**src/rtl/spi_master.sv**
```systemverilog
// SPI master: shifts a WORD_W-bit frame out on sdo (MSB first) while capturing sdi.
// Data changes on sck falling edges and is sampled on sck rising edges.
module spi_master #(
  parameter int CLK_DIV = 4,
  parameter int WORD_W  = 32
) (
  input  logic              clk,
  input  logic              reset,
  input  logic              start,
  input  logic [WORD_W-1:0] tx_data,
  output logic              ready,
  output logic              done,
  output logic [WORD_W-1:0] rx_data,
  output logic              sck,
  output logic              sdo,
  input  logic              sdi,
  output logic              cs_n
);

  localparam int               BIT_W    = $clog2(WORD_W);
  localparam logic [7:0]       DIV_LAST = 8'(CLK_DIV - 1);
  localparam logic [BIT_W-1:0] BIT_LAST = BIT_W'(WORD_W - 1);

  typedef enum logic [1:0] {IDLE, LOW, HIGH, TRAIL} state_t;

  state_t            state_reg, state_next;
  logic [7:0]        div_cnt_reg, div_cnt_next;
  logic [BIT_W-1:0]  bit_cnt_reg, bit_cnt_next;
  logic [WORD_W-1:0] tx_shreg_reg, tx_shreg_next;
  logic [WORD_W-1:0] rx_shreg_reg, rx_shreg_next;
  logic [WORD_W-1:0] rx_data_reg, rx_data_next;
  logic              sck_reg, sck_next;
  logic              cs_n_reg, cs_n_next;
  logic              ready_reg, ready_next;
  logic              done_reg, done_next;
  logic              tick;
  logic              accept;

  assign tick   = (state_reg != IDLE) && (div_cnt_reg == DIV_LAST);
  assign accept = (state_reg == IDLE) && start && ready_reg;

  // sdo is the transmit register's MSB; the register is cleared at frame end so sdo idles low.
  assign sdo     = tx_shreg_reg[WORD_W-1];
  assign sck     = sck_reg;
  assign cs_n    = cs_n_reg;
  assign ready   = ready_reg;
  assign done    = done_reg;
  assign rx_data = rx_data_reg;

  always_ff @(posedge clk or posedge reset) begin
    if (reset) begin
      state_reg    <= IDLE;
      div_cnt_reg  <= '0;
      bit_cnt_reg  <= '0;
      tx_shreg_reg <= '0;
      rx_shreg_reg <= '0;
      rx_data_reg  <= '0;
      sck_reg      <= 1'b0;
      cs_n_reg     <= 1'b1;
      ready_reg    <= 1'b1;
      done_reg     <= 1'b0;
    end else begin
      state_reg    <= state_next;
      div_cnt_reg  <= div_cnt_next;
      bit_cnt_reg  <= bit_cnt_next;
      tx_shreg_reg <= tx_shreg_next;
      rx_shreg_reg <= rx_shreg_next;
      rx_data_reg  <= rx_data_next;
      sck_reg      <= sck_next;
      cs_n_reg     <= cs_n_next;
      ready_reg    <= ready_next;
      done_reg     <= done_next;
    end
  end

  always_comb begin
    state_next    = state_reg;
    div_cnt_next  = div_cnt_reg;
    bit_cnt_next  = bit_cnt_reg;
    tx_shreg_next = tx_shreg_reg;
    rx_shreg_next = rx_shreg_reg;
    rx_data_next  = rx_data_reg;
    sck_next      = sck_reg;
    cs_n_next     = cs_n_reg;
    ready_next    = ready_reg;
    done_next     = 1'b0;

    // Half-period divider only runs inside a frame and wraps on every tick.
    if (state_reg != IDLE) begin
      div_cnt_next = tick ? '0 : div_cnt_reg + 8'd1;
    end

    case (state_reg)
      IDLE: begin
        div_cnt_next = '0;
        if (accept) begin
          tx_shreg_next = tx_data;
          cs_n_next     = 1'b0;
          bit_cnt_next  = '0;
          ready_next    = 1'b0;
          state_next    = LOW;
        end
      end
      LOW: begin
        if (tick) begin
          sck_next      = 1'b1;
          rx_shreg_next = {rx_shreg_reg[WORD_W-2:0], sdi};
          state_next    = HIGH;
        end
      end
      HIGH: begin
        if (tick) begin
          sck_next = 1'b0;
          if (bit_cnt_reg == BIT_LAST) begin
            state_next = TRAIL;
          end else begin
            bit_cnt_next  = bit_cnt_reg + BIT_W'(1);
            tx_shreg_next = {tx_shreg_reg[WORD_W-2:0], 1'b0};
            state_next    = LOW;
          end
        end
      end
      TRAIL: begin
        if (tick) begin
          cs_n_next     = 1'b1;
          rx_data_next  = rx_shreg_reg;
          done_next     = 1'b1;
          ready_next    = 1'b1;
          tx_shreg_next = '0;
          state_next    = IDLE;
        end
      end
      default: state_next = IDLE;
    endcase
  end

endmodule

```
**config.mk**
```make
export PLATFORM = sky130hd
export DESIGN_NAME = spi_master
export DESIGN_NICKNAME = d
export VERILOG_FILES = /design/src/rtl/spi_master.sv
export SDC_FILE = /design/constraint.sdc
export NUM_CORES = 1
export LEC_CHECK = 0
export CAP_MARGIN = 0
export CORE_MARGIN = 8
export CORE_UTILIZATION = 50
export CTS_BUF_LIST = sky130_fd_sc_hd__clkbuf_8
export DETAILED_ROUTE_END_ITERATION = 8
export PLACE_DENSITY_LB_ADDON = 0.2
export RECOVER_POWER = 50
export REMOVE_ABC_BUFFERS = 1
export SYNTH_ARGS = -nofsm -noshare
export SYNTH_HDL_FRONTEND = slang
export SYNTH_SLANG_ARGS = --single-unit
```
**constraint.sdc**
```tcl
create_clock -name clk -period 5.4 [get_ports clk]
set_input_delay 1.35 -clock clk [delete_from_list [all_inputs] [get_ports clk]]
set_output_delay 1.35 -clock clk [all_outputs]
set_load 0.01 [all_outputs]
```
==> metrics.txt, run 1 <==
count leader, synth=dfrtp_1; peak supply drop=0.000226 V; maxcap violations=2; # nets final=515; Die H=~120 um; via count=3157; Hold Path Sink=tx_shreg_reg[2]$_DFFE_PP0P_; met2 wire length=4290 um; Syn. warnings=0; CP arrival=3.65 ns; synth-to-layout area growth=23.9%; Num CTS Buffers=17; failing checks=max-capacitance violations, max-slew violations; I/O Buffers=72; Synth async-reset ratio=1.00; routed length per instance=15.3 um; die area=between 10000 and 15000 um2; post-CTS sizing=0; CP delay by family, top=buffers and inverters; Max transition margin=-0.221; fin crit share=0.616; critical path type=primary input to async pin; hold slack=0.489 ns; min-delay src=tx_shreg_reg[2]$_DFFE_PP0P_; IO Pins=73; min cycle time layout=3.33 ns; Clk pin slew, worst setup/hold paths=0.06 ns; grt ovf=0; DP HPWL=~6200 um; multi-input logic area=between 1500 and 2000 um2; n_diodes=0; worst skew pair latency=approximately 0.41 ns; DR vias/cell=slightly above 5; Critical path buffers and inverters=3; Worst Reg-to-Reg Cells=7; slowest stage delay, CP=1.06 ns; RSZ-0062 raised after global routing=false; Post-synth top cells=dfrtp_1 (113), mux2_2 (64), inv_1 (38), a21oi_1 (33), mux2i_1 (33); r2r setup slk=2.21 ns; status=finished, violations left; WP data required=approximately 5.7 ns; CTS Buffer Depth=2; critical path peak fanout=53; synthesized area=5020 um2; Post-DRT Antenna Nets=0; fillers=775; Critical R2R Launch=state_reg[0]$_DFFE_PP0P_; Final Util=0.636; CTS H-Tree Depth=4; placed insts=586; post-CTS setup buffer count=0; clk_skew=0.00662 ns; CTS tree=yes; pwr dens=453 nW/um2; Final setup viols=0; Max Transition Viols Final=67; antenna violations before repair=0; hold_buf cts=0; met1 wire length=between 4000 and 5000 um; Starting Density=0.513; Overall Global Routing Usage=0.149; register area=2850 um2; met3 WL=about 700 um; CP Capture Type=async pin; leakage=2.96 nW; final WL=9420 um; worst slew pin tran=approximately 1.8 ns; initial DRC count=~130; DR top layer=met4; setup slack after layout=2.07 ns; hold violation count in the final report=0; pre-CTS WS=between 2 and 2.5 ns; first-pass GRT wire length=15600 um; flip-flop and latch count after synthesis=around 110; Yosys top cell by area=dfrtp_1; Yosys cell types=37; critical register-to-register path endpoint=rx_data[16]$_DFFE_PP0P_; Residual DRC=0; HP Class=flop to flop; Area contributors post-synth=dfrtp_1 (56%), mux2_2 (14%), mux2i_1 (6.6%); Sink Count=114; drt first pass iters=4; top cell type's share of synthesized area=0.564; largest net degree at the start of global routing=73; cells after synthesis=around 400; average size of a mapped cell=roughly 13 um2; Final GP Congestion=0.730; Hold Path Cell Cnt=1; slowest cell on the critical path=clkbuf_2; number of global-route vias before repair=approximately 3300; die width=around 120 um; FMAX=0.301 GHz; number of synthesized flops with an enable pin=0; final non-filler cell total=614; type of origin of the critical path=primary input; Main synth FF type=dfrtp_1; FP Rows=36; Setup TNS=0 ns; Core Box Area=9770 um2; clk root buf=clkbuf_8; crit path cell chain=dlygate4sd3_1, clkinvlp_2, clkbuf_2; layout cells sized above 1=0.210; sequential-to-total area share from yosys stat=0.569
[power breakdown]
group / total [mW] / switching (mW) / internal, mW / leakage (nW)
Clock: 0.767 / 0.309 / 0.458 / 0.202
Sequential: 1.15 / 0.106 / 1.04 / 1.52
Combinational: 0.900 / 0.485 / 0.415 / 1.24
Total: 2.81 / 0.900 / 1.91 / 2.96
[worst register-to-register path, stage by stage, from the launching register on]
cell and delay [ns]:
dfrtp_1 0.40, inv_1 0.14, ha_1 0.30, nor4b_1 0.13, and2_0 0.21, nand2_1 0.08, clkbuf_1 1.33, mux2_2 0.48
[cell usage in the layout (no fill, tap or decap), types with 2 or more instances in the layout]
cell type,instances
nor3b_1,28
nand3_1,7
clkinv_2,4
inv_1,37
buf_4,3
mux2_2,64
clkbuf_8,22
clkdlybuf4s50_1,71
bufinv_16,2
and3_1,3
a22o_1,3
mux2i_1,33
or3_1,2
dfrtp_1,113
a21oi_1,33
mux2_1,3
clkbuf_1,2
nor2_1,11
nand2b_1,2
xor2_1,5
ha_1,6
nand2_1,7
[routing by layer]
layer / track usage / vias up
met5: 0 / -
met4: 0.0493 / 0
met3: 0.0667 / 6
met2: 0.224 / 63
met1: 0.188 / 1571
li1: - / 1517
[metrics by stage]
step / power (mW) / area (um2)
global route: 3.00 / 6210
floorplan: 1.85 / 4910
CTS: 2.85 / 6230
detailed placement: 2.07 / 5850
global placement: 2.03 / 5850
finish: 2.81 / 6210
[how the worst max path moves through the flow]
stage / start / end / slack, ns / depth (start not counted)
after floorplan: reset / bit_cnt_reg[0]$_DFFE_PP0P_ / 1.04 / 1
after global placement: start / tx_shreg_reg[6]$_DFFE_PP0P_ / 2.10 / 5
after detailed placement: start / tx_shreg_reg[6]$_DFFE_PP0P_ / 2.09 / 5
after CTS: state_reg[1]$_DFFE_PP0P_ / tx_shreg_reg[19]$_DFFE_PP0P_ / 2.48 / 6
after global routing: reset / rx_data[31]$_DFFE_PP0P_ / 1.64 / 3
final: reset / rx_data[26]$_DFFE_PP0P_ / 2.07 / 3
[area by class of cell]
cell class | count | share of cell area
sequential | 114 | 0.459
multi-input combinational | 223 | 0.308
timing repair buffer | 78 | 0.122
clock buffer | 22 | 0.0487
tap | 133 | 0.0268
inverter | 38 | 0.0232
clock inverter | 6 | 0.0129
[cells by family after synthesis]
kind of cell,after synthesis,synth area share
AND/OR/NAND/NOR,66,0.0823
multiplexers,100,0.216
XOR/XNOR,6,0.0105
flip-flops,114,0.569
adder cells (fa/ha/maj),7,0.0175
AO/OA/AOI/OAI,44,0.0554
buffers and inverters,59,0.0494
Note: power is estimated with default switching activity, not from simulation.
==> run 2: changes to the inputs <==
Clock period 5.4 ns to 3.3 ns, I/O delays scaled along.
==> run 2 against run 1 <==
The run now ends clean; sequential power is 63% higher; clock power is 73% higher; setup slack lost 1.5 ns; clock-buffer cell count shrank 2; register-to-register slack worse by 1.7 ns; cell count grew 0.49%; total power increased by 68%.
==> metrics.txt, run 2 (same netlist as run 1, synthesis figures left out) <==
Sw Pwr=1.51 mW (+68%); n_diodes=0 (unchanged); Residual DRC=0 (unchanged); die area=13500 um2 (unchanged); setup slack after layout=0.553 ns (-1.52 ns); worst skew pair latency=0.40 ns (about the same); routed length per instance=15.5 um (+0.87%); CTS H-Tree Depth=4 (unchanged); crit path cell chain=inv_1, ha_1, nor4b_1, a21oi_1, a2111oi_4, buf_12, mux2_1; sw frac=0.320 (about the same); antenna violations before repair=0 (unchanged); Num CTS Buffers=17 (unchanged); initial DRC count=143 (+11%); HP Class=flop to flop; pwr dens=750 nW/um2 (+66%); Final setup viols=0 (unchanged); Design Area, Final=6280 um2 (+1.1%); pre-CTS WS=0.651 ns (-1.44 ns); WP data required=3.58 ns (-2.14 ns); Overall Global Routing Usage=0.157 (+0.00827); placed insts=587 (+0.17%); largest net degree at the start of global routing=62 (-15%); leakage=3.00 nW (+1.3%); critical path type=flop to flop; # nets final=516 (+0.19%); maxcap violations=0 (-2); status=completed; drt first pass iters=4 (unchanged); Max transition margin=0.303 (+0.524); Cell Area, Placed=5880 um2 (+0.56%); critical path peak fanout=32 (-40%); Overall Power=4.71 mW (+68%); grt ovf=0 (unchanged); critical path launch point=state_reg[1]$_DFFE_PP0P_; first-pass GRT wire length=16700 um (+7.0%); DR top layer=met4; peak supply drop=0.000529 V (+130%); met3 WL=702 um (+3.1%); most frequent cells in the layout=dfrtp_1 (113), clkdlybuf4s50_1 (65), mux2_2 (64), inv_1 (38); fin crit share=0.832; Sink Count=114 (unchanged); r2r setup slk=0.55 ns (-1.66 ns); hold_buf cts=0 (unchanged); number of global-route vias before repair=3424 (+5.1%); hold violation count in the final report=0 (unchanged); Post-DRT Antenna Nets=0 (unchanged); CTS Buffer Depth=2 (unchanged); IO Pins=73 (unchanged); worst slew pin tran=1.04 ns (-0.792 ns); Clk pin slew, worst setup/hold paths=0.07 ns (about the same); internal power=3.21 mW (+68%); DR vias/cell=5.12 (-0.36%); met1 wire length=4310 um (-2.0%); post-CTS setup buffer count=0 (unchanged); final WL=9550 um (+1.4%); min-delay src=tx_shreg_reg[2]$_DFFE_PP0P_; final non-filler cell total=617 (+0.49%); clk root buf=clkbuf_8; CTS tree=yes; I/O Buffers=72 (unchanged); Core Box Area=9770 um2 (unchanged); commonest non-fill, non-tap cell in the layout=dfrtp_1; synth-to-layout area growth=25.2%; Setup TNS=0 ns (unchanged); Die H=116 um (unchanged); die width=116 um (unchanged); Critical R2R Launch=state_reg[1]$_DFFE_PP0P_; Combinational Power Share=0.321 (about the same); CP arrival=3.02 ns (-0.63 ns); Seq pwr share=0.398 (-0.009); clk_skew=0.00958 ns (+0.00295 ns); DP HPWL=6360 um (+3.2%); Max Transition Viols Final=0 (-100%); FP Rows=36 (unchanged); fillers=775 (unchanged); Starting Density=0.513 (unchanged); part of the power in the clock network=0.281 (+0.008); FMAX=0.364 GHz; Final GP Congestion=0.734 (+0.60%); post-CTS sizing=0 (unchanged); min cycle time layout=2.75 ns; type of origin of the critical path=flop; via count=3161 (+0.13%); slowest cell on the critical path=nor4b_1; CP Capture Type=flop; met2 wire length=4480 um (+4.6%); layout cells sized above 1=0.217 (+0.00696); RSZ-0062 raised after global routing=false; slowest stage delay, CP=0.61 ns (-0.45 ns)
-- run 2: metal layers --
| layer | up-vias | global-route usage |
|---|---|---|
| li1 | 1518 | - |
| met1 | 1574 | 0.195 |
| met2 | 62 | 0.247 |
| met3 | 7 | 0.0646 |
| met4 | 0 | 0.0467 |
| met5 | - | 0 |
-- run 2: area by class of cell --
class	instances	area [um2]	area share
multi-input cells	223	1910	0.304
repair buffers	79	796	0.127
clock inverters	10	135	0.0215
well taps	133	166	0.0265
inverters	38	144	0.0229
clock buffers	20	275	0.0438
flip-flops and latches	114	2850	0.454
-- run 2: power groups by stage --
stage          clock network, mW  registers [mW]  logic (mW)
2_1_floorplan                  0            1.87        1.15
3_3_place_gp                   0            1.88        1.48
3_5_place_dp                   0            1.90        1.53
4_1_cts                     1.37            1.88        1.54
5_1_grt                     1.44            1.92        1.69
6_report                    1.33            1.88        1.51
-- run 2: final timing paths --
check	endpoint	depth (start not counted)
max reg2reg	tx_shreg_reg[6]$_DFFE_PP0P_	7
min in group asynchronous	rx_shreg_reg[1]$_DFFE_PP0P_	2
min	tx_shreg_reg[2]$_DFFE_PP0P_	1
max in group asynchronous	tx_shreg_reg[18]$_DFFE_PP0P_	3
max	tx_shreg_reg[6]$_DFFE_PP0P_	7
min reg2reg	tx_shreg_reg[2]$_DFFE_PP0P_	1
-- run 2: critical path, delay by kind of cell (launching register included) --
kind / cells / cell delay [ns]
AND/OR/NAND/NOR: 1 / 0.61
AO/OA/AOI/OAI: 2 / 0.61
flip-flops: 1 / 0.40
buffers and inverters: 2 / 0.37
multiplexers: 1 / 0.35
adder cells (fa/ha/maj): 1 / 0.27
-- run 2: stage by stage --
stage,hold WS [ns],util
floorplan,0.458,-
CTS,0.493,0.644
global route,0.518,0.643
global placement,0.472,0.602
detailed placement,0.479,0.602
finish,0.486,0.643
==> run 3: changes to the inputs <==
Clock period 3.3 ns to 2.6 ns, I/O delays scaled along.
==> run 3 against run 2 <==
The run now ends with max-capacitance violations left; maximum frequency rose by 13%; setup slack worse by 0.38 ns; total power up 29%; sequential cell count stayed put; design area up 0.98%.
==> metrics.txt, run 3 (same netlist as run 1, synthesis figures left out) <==
clk root buf=clkbuf_8; r2r setup slk=0.17 ns (-0.38 ns); Worst Reg-to-Reg Cells=8 (+1); Max Transition Viols Final=0 (unchanged); CTS Buffer Depth=2 (unchanged); IO Pins=73 (unchanged); Post-DRT Antenna Nets=0 (unchanged); Setup TNS=0 ns (unchanged); via count=3161 (unchanged); hold slack=0.497 ns (+0.0104 ns); leakage=3.03 nW (+1.1%); Final Util=0.649 (+0.00627); Max transition margin=0.0000665 (-0.303); synth-to-layout area growth=26.4%; critical register-to-register path endpoint=tx_shreg_reg[16]$_DFFE_PP0P_; DR vias/cell=5.07 (-1.1%); Hold Path Cell Cnt=1 (unchanged); RSZ-0062 raised after global routing=false; part of the power in the clock network=0.275 (-0.006); Starting Density=0.513 (unchanged); type of origin of the critical path=flop; maxcap violations=1 (+1); Seq pwr share=0.392 (-0.006); min-delay src=tx_shreg_reg[19]$_DFFE_PP0P_; drt first pass iters=5 (+1); worst slew pin tran=1.49 ns (+0.452 ns); Overall Global Routing Usage=0.157 (unchanged); first-pass GRT wire length=16700 um (-0.21%); failing checks=max-capacitance violations; fin crit share=0.935 (+0.103); FMAX=0.411 GHz (+13%); # nets final=521 (+0.97%); CTS H-Tree Depth=4 (unchanged); Cell Area, Placed=5940 um2 (+1.1%); grt ovf=0 (unchanged); Overall Power=6.06 mW (+29%); initial DRC count=166 (+16%); routed length per instance=15.4 um (-0.67%); Hold Path Sink=tx_shreg_reg[19]$_DFFE_PP0P_; most frequent cells in the layout=dfrtp_1 (113), mux2_2 (64), clkdlybuf4s50_1 (64), inv_1 (37); pwr dens=956 nW/um2 (+27%); Sw Pwr=2.05 mW (+36%); Final GP Congestion=0.751 (+2.3%); Design Area, Final=6340 um2 (+0.98%); status=finished, violations left; CTS tree=yes; die area=13500 um2 (unchanged); post-CTS setup buffer count=0 (unchanged); layout cells sized above 1=0.230 (+0.0132); Critical R2R Launch=state_reg[1]$_DFFE_PP0P_; CP arrival=2.75 ns (-0.27 ns); n_diodes=0 (unchanged); HP Class=flop to flop; CP Capture Type=flop; final WL=9600 um (+0.46%); WP data required=2.92 ns (-0.66 ns); hold violation count in the final report=0 (unchanged); largest net degree at the start of global routing=38 (-39%); Combinational Power Share=0.333 (+0.012); final non-filler cell total=624 (+1.1%); critical path peak fanout=18 (-44%); Residual DRC=0 (unchanged); placed insts=592 (+0.85%); hold_buf cts=0 (unchanged); setup slack after layout=0.169 ns (-0.384 ns); commonest non-fill, non-tap cell in the layout=dfrtp_1; Core Box Area=9770 um2 (unchanged); sw frac=0.337 (+0.0176); min cycle time layout=2.43 ns (-0.316 ns); worst skew pair latency=0.42 ns (+0.02 ns); Clk pin slew, worst setup/hold paths=0.07 ns (about the same); I/O Buffers=72 (unchanged); pre-CTS WS=0.154 ns (-0.496 ns); Die H=116 um (unchanged); Num CTS Buffers=17 (unchanged); post-CTS sizing=0 (unchanged); DP HPWL=6560 um (+3.1%); clk_skew=0.0101 ns (+0.000549 ns); Sink Count=114 (unchanged); critical path type=flop to flop; FP Rows=36 (unchanged); die width=116 um (unchanged); antenna violations before repair=0 (unchanged); number of global-route vias before repair=3466 (+1.2%); Final setup viols=0 (unchanged); internal power=4.02 mW (+25%); peak supply drop=0.000517 V (-2.3%)
==> run 3: changes by cell type in the layout (fill, tap and decap cells not counted), sizes merged <==
| cell | delta |
|---|---|
| buf | +4 |
| clkinvlp | -1 |
| clkinv | +1 |
| inv | +6 |
| clkbuf | -2 |
| clkdlybuf4s50 | -1 |
| dlygate4sd3 | +1 |
| bufinv | -1 |
==> run 3: worst max path at each step <==
| stage | startpoint | to | slack (ns) | cells after the start |
|---|---|---|---|---|
| CTS | state_reg[1]$_DFFE_PP0P_ | tx_shreg_reg[16]$_DFFE_PP0P_ | 0.19 | 8 |
| global placement | start | tx_shreg_reg[6]$_DFFE_PP0P_ | 0.21 | 5 |
| global route | state_reg[1]$_DFFE_PP0P_ | tx_shreg_reg[16]$_DFFE_PP0P_ | 0.006 | 8 |
| finish | state_reg[1]$_DFFE_PP0P_ | tx_shreg_reg[16]$_DFFE_PP0P_ | 0.17 | 8 |
| detailed placement | start | tx_shreg_reg[16]$_DFFE_PP0P_ | 0.15 | 6 |
| floorplan | state_reg[0]$_DFFE_PP0P_ | tx_shreg_reg[19]$_DFFE_PP0P_ | -1.53 | 5 |
==> run 3: power groups by stage <==
stage	combinational (mW)	clock, mW	sequential (mW)
3_5_place_dp	2.04	0	2.41
3_3_place_gp	1.97	0	2.39
6_report	2.02	1.67	2.38
2_1_floorplan	1.46	0	2.37
4_1_cts	2.06	1.72	2.38
5_1_grt	2.25	1.78	2.42
==> run 3: area by class of cell <==
cell class | instances | area, um2
fill | 779 | 3430
sequential | 114 | 2850
multi-input combinational | 223 | 1920
timing repair buffer | 84 | 855
clock buffer | 17 | 234
clock inverter | 15 | 173
tap | 133 | 166
inverter | 38 | 144
==> run 3: layer usage <==
| metal | vias to the layer above | routed length, um | GRT usage |
|---|---|---|---|
| met2 | 59 | 4700 | 0.255 |
| met3 | 4 | 649 | 0.0620 |
| met1 | 1566 | 4200 | 0.186 |
| met4 | 0 | 55 | 0.0545 |
| li1 | 1532 | - | - |
| met5 | - | 0 | 0 |
==> run 3: critical path: stages, from the launching register on <==
cell,delay [ns]
dfrtp_1,0.40
inv_1,0.09
ha_1,0.27
nor4b_2,0.39
a21oi_1,0.17
a2111oi_4,0.35
buf_12,0.23
buf_12,0.18
mux2i_1,0.24
